### config.mk
export PLATFORM = sky130hd
export DESIGN_NAME = pad_controller
export DESIGN_NICKNAME = d
export VERILOG_FILES = /design/src/rtl/pad_controller.sv
export SDC_FILE = /design/constraint.sdc
export NUM_CORES = 1
export LEC_CHECK = 0
export ABC_AREA = 1
export ABC_CLOCK_PERIOD_IN_PS = 4900
export BUFFER_PORTS_ARGS = -buffer_cell sky130_fd_sc_hd__buf_2
export CAP_MARGIN = 5
export CORE_MARGIN = 2
export CORE_UTILIZATION = 45
export DETAILED_ROUTE_END_ITERATION = 10
export PLACE_DENSITY_LB_ADDON = 0.25
export SETUP_SLACK_MARGIN = 0.02
export SLEW_MARGIN = 20
export SYNTH_ARGS = -nofsm -noshare
export SYNTH_HDL_FRONTEND = slang
export SYNTH_SLANG_ARGS = --single-unit
### constraint.sdc
create_clock -name clk -period 4.9 [get_ports clk]
set_input_delay 0.49 -clock clk [delete_from_list [all_inputs] [get_ports clk]]
set_output_delay 0.49 -clock clk [all_outputs]
set_load 0.005 [all_outputs]
### src/rtl/pad_controller.sv
// Paddle position controller: accelerating up/down motion with wall clamping,
// remote-position follow and hold modes. Define PAD_AI_EN to add ball-tracking AI on mode 2'b10.
module pad_controller #(
    parameter int unsigned Y_W         = 10,
    parameter int unsigned SCREEN_H    = 768,
    parameter int unsigned PAD_H       = 145,
    parameter int unsigned Y_INIT      = 312,
    parameter int unsigned V_MIN       = 2,
    parameter int unsigned V_MAX       = 8,
    parameter int unsigned ACCEL_TICKS = 4,
    parameter int unsigned DEADBAND    = 4
) (
    input  logic           clk,
    input  logic           rst,
    input  logic           timing_tick_i,
    input  logic [1:0]     mode_i,
    input  logic           btn_up_i,
    input  logic           btn_down_i,
    input  logic [Y_W-1:0] y_remote_i,
    input  logic [Y_W-1:0] y_ball_i,
    output logic [Y_W-1:0] y_pad_o,
    output logic [3:0]     velocity_o,
    output logic           moving_o
);

    localparam int unsigned Y_MAX = SCREEN_H - PAD_H;
    localparam int unsigned CNT_W = (ACCEL_TICKS > 1) ? $clog2(ACCEL_TICKS) : 1;

    localparam logic [1:0] MODE_LOCAL  = 2'b00;
    localparam logic [1:0] MODE_REMOTE = 2'b01;
    localparam logic [1:0] MODE_AI     = 2'b10;
    localparam logic [1:0] MODE_HOLD   = 2'b11;

    localparam logic [1:0] S_IDLE = 2'd0;
    localparam logic [1:0] S_UP   = 2'd1;
    localparam logic [1:0] S_DOWN = 2'd2;

    logic [1:0]       state_q, state_d;
    logic [1:0]       mode_q, mode_d;
    logic [3:0]       vel_q, vel_d;
    logic [CNT_W-1:0] cnt_q, cnt_d;
    logic [Y_W-1:0]   y_q, y_d;
    logic             moving_q, moving_d;

    logic [1:0]       mode_eff_c;
    logic             req_up_c, req_dn_c, same_c;
    logic [Y_W-1:0]   step_c;
    logic [Y_W:0]     sum_c;

`ifdef PAD_AI_EN
    logic signed [Y_W:0] ai_raw_c;
    logic [Y_W-1:0]      ai_target_c, ai_dist_c;
    logic                ai_below_c;

    assign mode_eff_c = mode_i;

    // Target is the pad top that centres the pad on the ball, clamped to the playfield.
    always_comb begin
        ai_raw_c = $signed({1'b0, y_ball_i}) - $signed((Y_W+1)'(PAD_H / 2));
        if (ai_raw_c < 0)
            ai_target_c = '0;
        else if (ai_raw_c > $signed((Y_W+1)'(Y_MAX)))
            ai_target_c = Y_W'(Y_MAX);
        else
            ai_target_c = ai_raw_c[Y_W-1:0];
        ai_below_c = ai_target_c > y_q;
        ai_dist_c  = ai_below_c ? (ai_target_c - y_q) : (y_q - ai_target_c);
    end
`else
    logic unused_ball;

    assign unused_ball = ^y_ball_i;
    assign mode_eff_c  = (mode_i == MODE_AI) ? MODE_HOLD : mode_i;
`endif

    // Direction request. The AI deadband only gates starting a move; once moving it
    // continues until the distance is zero so the pad lands exactly on target.
    always_comb begin
        req_up_c = 1'b0;
        req_dn_c = 1'b0;
        case (mode_eff_c)
            MODE_LOCAL: begin
                req_up_c = btn_up_i & ~btn_down_i;
                req_dn_c = btn_down_i & ~btn_up_i;
            end
`ifdef PAD_AI_EN
            MODE_AI: begin
                if ((ai_dist_c != '0) &&
                    (((mode_q == MODE_AI) && (state_q != S_IDLE)) || (ai_dist_c > Y_W'(DEADBAND)))) begin
                    req_dn_c = ai_below_c;
                    req_up_c = ~ai_below_c;
                end
            end
`endif
            default: ;
        endcase
    end

    always_comb begin
        state_d  = state_q;
        mode_d   = mode_q;
        vel_d    = vel_q;
        cnt_d    = cnt_q;
        y_d      = y_q;
        step_c   = '0;
        sum_c    = '0;
        same_c   = (mode_eff_c == mode_q) &&
                   ((req_up_c && (state_q == S_UP)) || (req_dn_c && (state_q == S_DOWN)));
        if (timing_tick_i) begin
            mode_d = mode_eff_c;
            if (req_up_c || req_dn_c) begin
                if (same_c) begin
                    if (cnt_q == CNT_W'(ACCEL_TICKS - 1)) begin
                        cnt_d = '0;
                        vel_d = (vel_q >= 4'(V_MAX)) ? 4'(V_MAX) : vel_q + 4'd1;
                    end else begin
                        cnt_d = cnt_q + CNT_W'(1);
                    end
                end else begin
                    state_d = req_up_c ? S_UP : S_DOWN;
                    vel_d   = 4'(V_MIN);
                    cnt_d   = '0;
                end
                step_c = Y_W'(vel_d);
`ifdef PAD_AI_EN
                if ((mode_eff_c == MODE_AI) && (ai_dist_c < step_c))
                    step_c = ai_dist_c;
`endif
                // Clamp at the walls; the ramp keeps running while pinned.
                if (req_up_c) begin
                    y_d = (y_q < step_c) ? '0 : (y_q - step_c);
                end else begin
                    sum_c = {1'b0, y_q} + {1'b0, step_c};
                    y_d   = (sum_c > (Y_W+1)'(Y_MAX)) ? Y_W'(Y_MAX) : sum_c[Y_W-1:0];
                end
            end else begin
                state_d = S_IDLE;
                vel_d   = '0;
                cnt_d   = '0;
                if (mode_eff_c == MODE_REMOTE)
                    y_d = (y_remote_i > Y_W'(Y_MAX)) ? Y_W'(Y_MAX) : y_remote_i;
            end
        end
        moving_d = (state_d != S_IDLE);
    end

    always_ff @(posedge clk) begin
        if (rst) begin
            state_q  <= S_IDLE;
            mode_q   <= MODE_LOCAL;
            vel_q    <= '0;
            cnt_q    <= '0;
            y_q      <= Y_W'(Y_INIT);
            moving_q <= 1'b0;
        end else begin
            state_q  <= state_d;
            mode_q   <= mode_d;
            vel_q    <= vel_d;
            cnt_q    <= cnt_d;
            y_q      <= y_d;
            moving_q <= moving_d;
        end
    end

    assign y_pad_o    = y_q;
    assign velocity_o = vel_q;
    assign moving_o   = moving_q;

endmodule

==> summary.md, run 1 <==
| Metric | Value |
|---|---|
| Hold-fix buffers, CTS | 0 |
| Ys Warns | 0 |
| Syn nets | 337 |
| Antenna violations before repair | 0 |
| Largest net degree at the start of global routing | 20 |
| Max Root-Sink Buffers | 2 |
| Comb pwr share | 23.7% |
| Clk_skew | 0.00304 ns |
| Critical Path AT | 3.75 ns |
| Row Count | 23 |
| Distinct cells, synth | 35 |
| Crit path launch type | input port |
| Sw frac | 31.9% |
| #FFs+latches synth | 21 |
| WHS | 0.477 ns |
| Dpl cells | 369 |
| Leading area contributor after synthesis | dfxtp_1 |
| Slew HR | 58.6% |
| H-tree depth | 1 |
| Skew-Pair Late Insertion Delay | 0.26 ns |
| RSZ-0062 raised after global routing | false |
| Worst slew pin tran | 0.620 ns |
| Final Hold Viols | 0 |
| Synth-to-layout area growth | 10.7% |
| Die W | 68.8 microns |
| Hpwl dp | 3680 microns |
| Post-synth top area share | 22.3% |
| Non-filler cells, final | 373 |
| Pint | 0.000273 W |
| Finished Cell Area | 2090 sq um |
| Slew Limit Fails | 0 |
| CP required | 5.05 ns |
| Max rail drop VDD | 123 uV |
| PwrDens | 192 nW/um^2 |
| P_leak | 1.01 nW |
| Hold Crit Class | register to register |
| Root Driver | clkbuf_8 |
| Crit Path Category | input port to register |
| Synth Cell Area | 1890 sq um |
| Fill cells | 447 |
| Die Ht | 68.8 microns |
| TNS Setup | 0 ns |
| First-pass GRT wire length | 7880 microns |
| Total gr overflow | 0 |
| Total GRT Usage | 21.9% |
| Effective utilization at floorplan | 46.8% |
| Via/cell ratio | 5.24 |
| Final period util | 73.3% |
| DRT antenna net count | 0 |
| Wire per inst | 12.3 microns |
| Io pins | 42 |
| # DRC | 0 |
| N_diodes | 0 |
| Minimum clock period | 3.59 ns |
| Synth area leaders | dfxtp_1 (22%), nand2_1 (17%), a21oi_1 (7.7%), ha_1 (7.3%), nand3_1 (6.4%) |
| Net Switching | 0.000127 W |
| Worst-path fanout max | 7 |
| Seq pwr share | 47.8% |
| Via count | 1,953 |
| Layout cell share with drive strength beyond 1 | 16.7% |
| Synthesized instance count | 297 |
| DIE AREA | 4730 sq um |
| Post-cts resize count | 0 |
| Post-CTS Setup Repair Bufs | 0 |
| Max Freq | 278 MHz |
| Most frequent cells in the layout | nand2_1 (83), buf_2 (31), inv_1 (30) |
| Clk sinks | 21 |
| Avg Cell Area, Syn | 6.35 sq um |
| Max Cap Viol | 0 |
| Core area | 4030 sq um |
| Final Power | 0.000400 W |
| Layout Nets | 364 |
| Num CTS Buffers | 3 |
| Most common cell after layout, fill and taps aside | nand2_1 |
| # port buffers | 31 |
| Setup violators final | 0 |
| Clock Power Share | 28.5% |
| CTS tree | done |
| Placed inst area | 2040 sq um |
| WL final | 4580 microns |
| Vias in the first global route | 1,770 |
| Initial DRC Count | 214 |
| Final estimated routing congestion in global placement | 0.902 |
| Pre-antenna DRT Iters | 4 |
| Worst setup EP type | register |
| Clock-pin slew on the worst setup and hold paths | 0.08 ns |
| Status | finished, final reports clean |
| Register area share after synthesis | 22.3% |
[power groups by stage]
stage	Sequential [W]	Clock [W]	Combinational [W]
5_1_grt	0.000193	0.000122	0.000109
3_5_place_dp	0.000195	0	0.0000948
6_report	0.000191	0.000114	0.0000949
4_1_cts	0.000191	0.000119	0.0000951
2_1_floorplan	0.000189	0	0.0000741
3_3_place_gp	0.000195	0	0.0000930
[registers in the layout, indices dropped and copies added (netlist names)]
name        cells
cnt_q           2
mode_q          2
moving_o        1
state_q         2
velocity_o      4
y_pad_o        10
[layer usage]
layer | track usage [%] | routed length [microns]
met1 | 29.4 | 2090
met2 | 36.3 | 2260
met3 | 3.41 | 199
met4 | 6.13 | 25
met5 | 0 | 0
[synth_stat cells]
cell type,n
inv_2,9
a31oi_1,2
a21oi_2,1
nand3_2,1
a31oi_4,1
nor3_4,2
clkinv_1,1
nand4_1,3
and3_1,1
xor2_1,8
nand3b_1,2
dfxtp_1,21
inv_1,30
nor4_1,2
buf_6,2
o21ai_1,4
nand3_1,24
nand2_4,1
nand2_2,1
fa_1,2
xnor2_1,1
o31ai_1,1
nor2_4,3
nand2_1,83
a21oi_1,29
o21a_1,1
nor3_1,8
ha_1,11
nor2_1,22
a211oi_2,1
o21ai_0,11
a211oi_1,1
buf_2,1
buf_4,3
clkbuf_1,3
[kinds of logic (layout without fill, tap and decap cells)]
family | Yosys count | count (layout) | share of synthesized area, %
and+or+nand+nor | 153 | 153 | 37.1
AOI/OAI and AO/OA | 52 | 52 | 15.8
buffers and inverters | 49 | 75 | 11.2
DFF | 21 | 21 | 22.3
adders and majority gates | 13 | 13 | 9.42
xor gates and xnor gates | 9 | 9 | 4.18
[layout make-up]
class | count | area [sq um] | share of cell area [%]
multi-input combinational | 227 | 1250 | 60.1
sequential | 21 | 420 | 20.1
timing repair buffer | 31 | 155 | 7.43
inverter | 40 | 150 | 7.19
tap | 50 | 62.6 | 3.00
clock buffer | 4 | 45.0 | 2.16
[final timing paths]
kind	start	endpoint	slack, ns	cells after the start
worst max register to register	mode_q[1]	y_pad_o[3]	1.67	21
worst min-delay path	cnt_q[1]	cnt_q[1]	0.48	2
worst min register to register	cnt_q[1]	cnt_q[1]	0.48	2
worst max-delay path	mode_i[1]	y_pad_o[3]	1.31	24
[worst max-delay path, cell delays in order]
cell,delay (ns)
buf_2,0.13
nor2_4,0.17
inv_2,0.06
nor3_4,0.32
nand2_1,0.09
nand2_1,0.10
nand2_1,0.11
a211oi_2,0.26
ha_1,0.24
inv_1,0.06
fa_1,0.41
nand3b_1,0.20
nand2_1,0.16
nand2_1,0.07
nand2_1,0.07
nand2_1,0.05
nor2_1,0.10
nand2_1,0.06
nand2_2,0.12
nand2_4,0.09
o21ai_1,0.14
nand3_1,0.10
nand2_1,0.08
nand2_1,0.05
[through the flow]
stage / util (%) / worst slack [ns]
after global routing: 51.8 / 0.935
after floorplan: - / 1.74
after detailed placement: 50.7 / 1.03
after global placement: 50.7 / 1.09
final: 51.8 / 1.31
after CTS: 51.8 / 1.30
(Power assumes the default switching activity.)
==> inputs of run 2 (changes only) <==
ABC_AREA = 0   (was 1)
ABC_CLOCK_PERIOD_IN_PS = 3120   (was 4900)
clock period = 3.12 ns   (was 4.9 ns; I/O delays follow)
==> run 2 against run 1 <==
Non-clock buffer count up 45. Synthesized cell count shrank 14%. Sequential share of layout area decreased by 4.6 points. Die area increased by 5.9%. Final area is 30% higher. Worst hold slack lost 0.078 ns. Flip-flop and latch count unchanged. Register-to-register slack got worse by 1.6 ns. Power up 75%. Clock skew fell by 0.00075 ns. Clock power grew 62%. Count of clock-buffer cells in the layout did not move. Critical path type is now register to register. Critical endpoint is now y_pad_o[6]. Highest routed layer unchanged.
==> summary.md, run 2 <==
| Metric | Value |
|---|---|
| Max rail drop VDD | 235 uV (+92%) |
| Hold-fix buffers, CTS | 0 (unchanged) |
| Layout cell share with drive strength beyond 1 | 38.1% (+21 points) |
| Via/cell ratio | 5.74 (+9.7%) |
| Worst r2r dst | y_pad_o[6] |
| Die Ht | 70.7 microns (+2.9%) |
| Leading area contributor after synthesis | dfxtp_1 |
| Vias in the first global route | 2,018 (+14%) |
| Crit Path Category | register to register |
| # port buffers | 31 (unchanged) |
| Worst-path fanout max | 4 (-3) |
| Clock-pin slew on the worst setup and hold paths | 0.08 ns (about the same) |
| Skew-Pair Late Insertion Delay | 0.26 ns (about the same) |
| CP required | 3.26 ns (-1.79 ns) |
| Hold EP | y_pad_o[3] |
| Cell with the most instances after synthesis | nor2_1 |
| Distinct cells, synth | 59 (+69%) |
| Finished Cell Area | 2720 sq um (+30%) |
| WHS | 0.399 ns (-0.0780 ns) |
| Flip-flop count of the largest register after layout | 10 (unchanged) |
| Crit path depth | 16 (-33%) |
| H-tree depth | 1 (unchanged) |
| Pre-antenna DRT Iters | 4 (unchanged) |
| Total GRT Usage | 22.7% (+0.79 points) |
| Post-synth top area share | 21.0% (-1.3 points) |
| Setup violators final | 0 (unchanged) |
| Row Count | 24 (+4.3%) |
| Crit path cell chain | xor2_1 -> nor3_1 -> a31oi_1 -> a21oi_2 -> buf_4 -> and2_4 -> inv_1 -> ha_4 -> buf_4 -> nor2b_2 -> o21a_1 -> buf_4 -> or3_1 -> mux2_2 -> o221ai_2 -> o22ai_1 |
| FF-to-FF Start | mode_q[0] |
| Layout Nets | 361 (-0.82%) |
| R2R depth | 16 (-24%) |
| Hold path start | y_remote_i[3] |
| Most frequent cells in the layout | buf_4 (44), buf_2 (31), nor2_1 (25) |
| Largest net degree at the start of global routing | 22 (+10%) |
| Max Root-Sink Buffers | 2 (unchanged) |
| Critical Path AT | 3.24 ns (-0.51 ns) |
| Number of synthesized flops with an enable pin | 0 (unchanged) |
| Final period util | 99.3% |
| WL final | 5880 microns (+28%) |
| Final Hold Viols | 0 (unchanged) |
| CP most frequent cell | buf_4 |
| CTS tree | done |
| Slew HR | 33.4% (-25 points) |
| N_diodes | 0 (unchanged) |
| Crit path largest cell delay | 0.33 ns (-0.08 ns) |
| Worst setup EP type | register |
| Max Cap Viol | 0 (unchanged) |
| Synth-to-layout area growth | 35.8% |
| Antenna violations before repair | 0 (unchanged) |
| Max Freq | 323 MHz |
| Effective utilization at floorplan | 46.4% (-0.48 points) |
| Synth Cell Area | 2000 sq um (+6.2%) |
| DRT antenna net count | 0 (unchanged) |
| Core area | 4320 sq um (+7.3%) |
| Initial DRC Count | 195 (-8.9%) |
| Ys Warns | 0 (unchanged) |
| Register area share after synthesis | 21.0% (-1.3 points) |
| Most common cell after layout, fill and taps aside | buf_4 |
| Avg Cell Area, Syn | 7.86 sq um (+24%) |
| Die W | 70.7 microns (+2.9%) |
| Worst slew pin tran | 0.992 ns (+0.372 ns) |
| Io pins | 42 (unchanged) |
| Hpwl dp | 4310 microns (+17%) |
| Slowest stage cell, crit path | dfxtp_2 |
| # DRC | 0 (unchanged) |
| Via count | 2,137 (+9.4%) |
| P_leak | 1.11 nW (+9.9%) |
| Synthesized instance count | 255 (-14%) |
| First-pass GRT wire length | 9270 microns (+18%) |
| Synth area leaders | dfxtp_1 (21%), ha_1 (6.9%), a21oi_1 (5.0%), nor2_1 (4.7%), mux2i_1 (4.0%) |
| RSZ-0062 raised after global routing | true |
| Clk sinks | 21 (unchanged) |
| Final design utilization | 63.0% (+11 points) |
| Crit path launch type | register |
| PwrDens | 257 nW/um^2 (+34%) |
| Buf/Inv on CP | 4 (+1) |
| Pre-CTS setup slack | -0.267 ns (-1.30 ns) |
| #FFs+latches synth | 21 (unchanged) |
| FFs w/ async S/R, synth | 0% (unchanged) |
| Minimum clock period | 3.10 ns |
| Hold path cells | 3 (+1) |
| Status | finished, final reports clean |
| Final estimated routing congestion in global placement | 0.915 (+1.4%) |
| Slew Limit Fails | 0 (unchanged) |
| Fin worst setup slack | 0.0234 ns (-1.29 ns) |
| Num CTS Buffers | 3 (unchanged) |
| Ys flop type | dfxtp_1 |
| Clk_skew | 0.00229 ns (-0.000750 ns) |
| R2R setup slack | 0.02 ns (-1.65 ns) |
| Critical path's top delay family | compound AO/OA/AOI/OAI gates |
| Root Driver | clkbuf_8 |
| Wire per inst | 15.8 microns (+29%) |
| List of most frequent post-synthesis cells | nor2_1 (25), dfxtp_1 (21), a21oi_1 (20) |
| Placed inst area | 2480 sq um (+22%) |
| Total gr overflow | 0 (unchanged) |
| Hold Crit Class | input port to register |
| Syn nets | 295 (-12%) |
| DIE AREA | 5000 sq um (+5.9%) |
run 2: worst register-to-register path, delay by kind of cell, from the launching register on:
family / cells / cell delay [ns]
buffers and inverters: 4 / 0.50
AND/OR/NAND/NOR: 4 / 0.72
adder cells (fa/ha/maj): 1 / 0.24
XOR/XNOR: 1 / 0.15
flip-flops: 1 / 0.33
multiplexers: 1 / 0.30
AO/OA/AOI/OAI: 5 / 0.75
run 2: through the flow:
stage	power (W)	TNS (ns)	std cells
6_report	0.000699	0	372
4_1_cts	0.000684	-0.0427	365
5_1_grt	0.000734	-0.590	372
3_5_place_dp	0.000492	-1.94	361
3_3_place_gp	0.000490	-1.63	361
2_1_floorplan	0.000432	-1.92	255
run 2: area by class of cell:
type | instances | area [sq um]
clock buffer | 4 | 45.0
fill | 389 | 1600
inverter | 13 | 48.8
multi-input combinational | 206 | 1640
sequential | 21 | 424
tap | 52 | 65.1
timing repair buffer | 76 | 497
run 2: worst max path at each step:
stage,start,endpoint,slack (ns)
3_5_place_dp,mode_i[1],y_pad_o[1],-0.27
6_report,mode_q[0],y_pad_o[6],0.02
5_1_grt,mode_q[0],y_pad_o[0],-0.12
3_3_place_gp,mode_i[1],y_pad_o[1],-0.24
2_1_floorplan,mode_i[1],y_pad_o[3],-0.32
4_1_cts,mode_q[0],y_pad_o[3],-0.02
run 2: layer usage:
metal	track usage, %	share of wire (%)	routed length (microns)	vias up
met5	0	0	0	-
met4	6.71	1.3	76	0
met3	3.42	6.3	373	9
met2	37.3	47	2770	72
met1	30.9	45	2660	1001
li1	-	-	-	1055
run 2: kinds of logic (layout without fill, tap and decap cells):
kind of cell	Yosys count	in the layout	share of synthesized area, %
AO/OA/AOI/OAI	69	69	24.6
XOR/XNOR	11	11	4.81
adder cells (fa/ha/maj)	13	13	8.86
buffers and inverters	28	93	6.87
flip-flops	21	21	21.0
multiplexers	10	10	5.12
AND/OR/NAND/NOR	103	103	28.8
run 2: power breakdown:
part	switching (W)	total, W	leakage, nW	internal (W)
Clock	0.0000939	0.000185	0.0228	0.0000912
Combinational	0.000107	0.000205	0.917	0.0000981
Sequential	0.0000279	0.000308	0.173	0.000280
run 2: what timing repair did:
| action | in CTS | in global routing |
|---|---|---|
| buffers inserted | 0 | 8 |
| gates resized for setup | 2 | 25 |
| endpoints found under the setup margin | 5 | 10 |
| pin swaps | 0 | 18 |
==> inputs of run 3 (changes only) <==
CTS_BUF_LIST = sky130_fd_sc_hd__clkbuf_4   (was not set)
SETUP_SLACK_MARGIN = 0.3   (was 0.02)
==> run 3 against run 2 <==
The flow now finishes with violations (setup timing). Power is 5.2% lower. Clock skew rose by 0.0023 ns. Wire length rose by 1.5%. Fmax down 1.6%. Via count is 1.5% higher. Largest power group unchanged. Highest routed layer unchanged.
==> summary.md, run 3 (synthesis results as in run 2) <==
| Metric | Value |
|---|---|
| Max Freq | 318 MHz (-1.6%) |
| Worst slew pin tran | 1.08 ns (+0.0879 ns) |
| Via count | 2,170 (+1.5%) |
| Clk sinks | 21 (unchanged) |
| Fin worst setup slack | -0.0259 ns (-0.0492 ns) |
| Final estimated routing congestion in global placement | 0.922 (+0.80%) |
| Flip-flop count of the largest register after layout | 10 (unchanged) |
| Placed inst area | 2480 sq um (unchanged) |
| Total gr overflow | 0 (unchanged) |
| Minimum clock period | 3.15 ns (+0.0492 ns) |
| N_diodes | 0 (unchanged) |
| Pre-antenna DRT Iters | 5 (+1) |
| Layout Nets | 364 (+0.83%) |
| DIE AREA | 5000 sq um (unchanged) |
| Largest net degree at the start of global routing | 22 (unchanged) |
| Total GRT Usage | 24.1% (+1.4 points) |
| Failing checks | setup timing |
| DRT antenna net count | 0 (unchanged) |
| Initial DRC Count | 164 (-16%) |
| Slew Limit Fails | 0 (unchanged) |
| Finished Cell Area | 2770 sq um (+1.7%) |
| Worst setup EP type | register |
| Hpwl dp | 4290 microns (-0.47%) |
| Most frequent cells in the layout | buf_4 (45), buf_2 (31), nor2_1 (25) |
| WHS | 0.346 ns (-0.0532 ns) |
| Critical Path AT | 3.36 ns (+0.12 ns) |
| Final Hold Viols | 0 (unchanged) |
| PwrDens | 239 nW/um^2 (-6.8%) |
| Crit path from | mode_q[0] |
| CP most frequent cell | a21oi_2 |
| CP required | 3.33 ns (+0.07 ns) |
| Worst r2r dst | y_pad_o[3] |
| Layout cell share with drive strength beyond 1 | 41.2% (+3.1 points) |
| Fill cells | 404 (+3.9%) |
| Io pins | 42 (unchanged) |
| CTS tree | done |
| Flip-flop and latch area | 425 sq um (+0.29%) |
| Hold path cells | 3 (unchanged) |
| Max Cap Viol | 0 (unchanged) |
| Slowest stage cell, crit path | fa_2 |
| Crit path cell chain | xor2_1 -> nor3_1 -> a31oi_1 -> a21oi_2 -> nor2b_4 -> ha_4 -> inv_2 -> fa_2 -> o21bai_4 -> a21oi_2 -> xnor2_2 -> o31ai_4 -> a31oi_4 -> buf_6 -> nor3_4 -> a22oi_1 |
| Max rail drop VDD | 264 uV (+12%) |
| R2R depth | 16 (unchanged) |
| Vias in the first global route | 2,061 (+2.1%) |
| H-tree depth | 1 (unchanged) |
| FF-to-FF Start | mode_q[0] |
| Most common cell after layout, fill and taps aside | buf_4 |
| Root Driver | clkbuf_4 |
| WL final | 5970 microns (+1.5%) |
| Hold Crit Class | input port to register |
| Die W | 70.7 microns (unchanged) |
| Effective utilization at floorplan | 46.4% (unchanged) |
| Wire per inst | 15.9 microns (+0.69%) |
| Max Root-Sink Buffers | 2 (unchanged) |
| Row Count | 24 (unchanged) |
| Crit path largest cell delay | 0.36 ns (+0.03 ns) |
| Skew-Pair Late Insertion Delay | 0.32 ns (+0.06 ns) |
| Antenna violations before repair | 0 (unchanged) |
| Crit path launch type | register |
| RSZ-0062 raised after global routing | true |
| Setup violators final | 5 (+5) |
| # DRC | 0 (unchanged) |
| First-pass GRT wire length | 9800 microns (+5.7%) |
| Hold EP | y_pad_o[3] |
| Multi-input gate area | 1680 sq um (+2.0%) |
| Worst-path fanout max | 4 (unchanged) |
| # port buffers | 31 (unchanged) |
| Num CTS Buffers | 3 (unchanged) |
| Final period util | 101% (+1.6 points) |
| Clk_skew | 0.00462 ns (+0.00234 ns) |
| Core area | 4320 sq um (unchanged) |
| Slew HR | 27.5% (-5.9 points) |
| P_leak | 1.13 nW (+1.3%) |
| Die Ht | 70.7 microns (unchanged) |
| Hold path start | y_remote_i[3] |
| Via/cell ratio | 5.79 (+0.73%) |
| Clock-pin slew on the worst setup and hold paths | 0.14 ns (+0.06 ns) |
| Crit Path Category | register to register |
| Status | finished with violations |
| R2R setup slack | -0.03 ns (-0.05 ns) |
| Synth-to-layout area growth | 38.1% |
-- run 3: metrics by stage --
step | setup TNS (ns) | total power (W) | util [%] | setup slack, ns | std cells
5_1_grt | -1.57 | 0.000696 | 64.0 | -0.249 | 375
6_report | -0.0933 | 0.000662 | 64.0 | -0.0259 | 375
3_5_place_dp | -2.30 | 0.000492 | 57.5 | -0.344 | 361
2_1_floorplan | -1.92 | 0.000432 | - | -0.318 | 255
3_3_place_gp | -1.68 | 0.000489 | 57.5 | -0.264 | 361
4_1_cts | 0 | 0.000649 | 61.4 | 0.0273 | 370
-- run 3: report_power, final --
group	total [W]	internal, W	switching [W]	leakage [nW]
Sequential	0.000311	0.000281	0.0000299	0.173
Combinational	0.000207	0.0000981	0.000109	0.936
Clock	0.000145	0.0000480	0.0000970	0.0177
-- run 3: worst max path at each step --
stage	cells past startpoint	slack (ns)	endpoint
global route	18	-0.25	y_pad_o[0]
global placement	15	-0.26	y_pad_o[3]
finish	16	-0.03	y_pad_o[3]
floorplan	15	-0.32	y_pad_o[3]
detailed placement	15	-0.34	y_pad_o[3]
CTS	13	0.03	y_pad_o[1]
-- run 3: what timing repair did --
action / CTS / global route
setup buffers: 5 / 5
hold buffers: 0 / 0
endpoints found under the setup margin: 10 / 10
pin swaps: 22 / 19
gates resized for setup: 25 / 15
-- run 3: per-layer routing --
layer  global-route usage, %  wire length [microns]
met3                    3.56                    352
met4                    5.45                    112
met5                       0                      0
met1                    33.3                   2740
met2                    40.0                   2760
-- run 3: final cells by class --
class	instances	share of cell area, %
timing repair buffer	79	19.0
clock buffer	3	0.813
sequential	21	15.4
clock inverter	1	0.181
inverter	13	1.76
tap	52	2.35
multi-input combinational	206	60.5
-- run 3: critical path, delay by kind of cell (launching register included) --
| kind | cells | cell delay (ns) |
|---|---|---|
| adders and majority gates | 2 | 0.50 |
| and+or+nand+nor | 3 | 0.58 |
| DFF | 1 | 0.35 |
| AOI/OAI and AO/OA | 7 | 1.12 |
| xor gates and xnor gates | 2 | 0.30 |
| buffers and inverters | 2 | 0.18 |
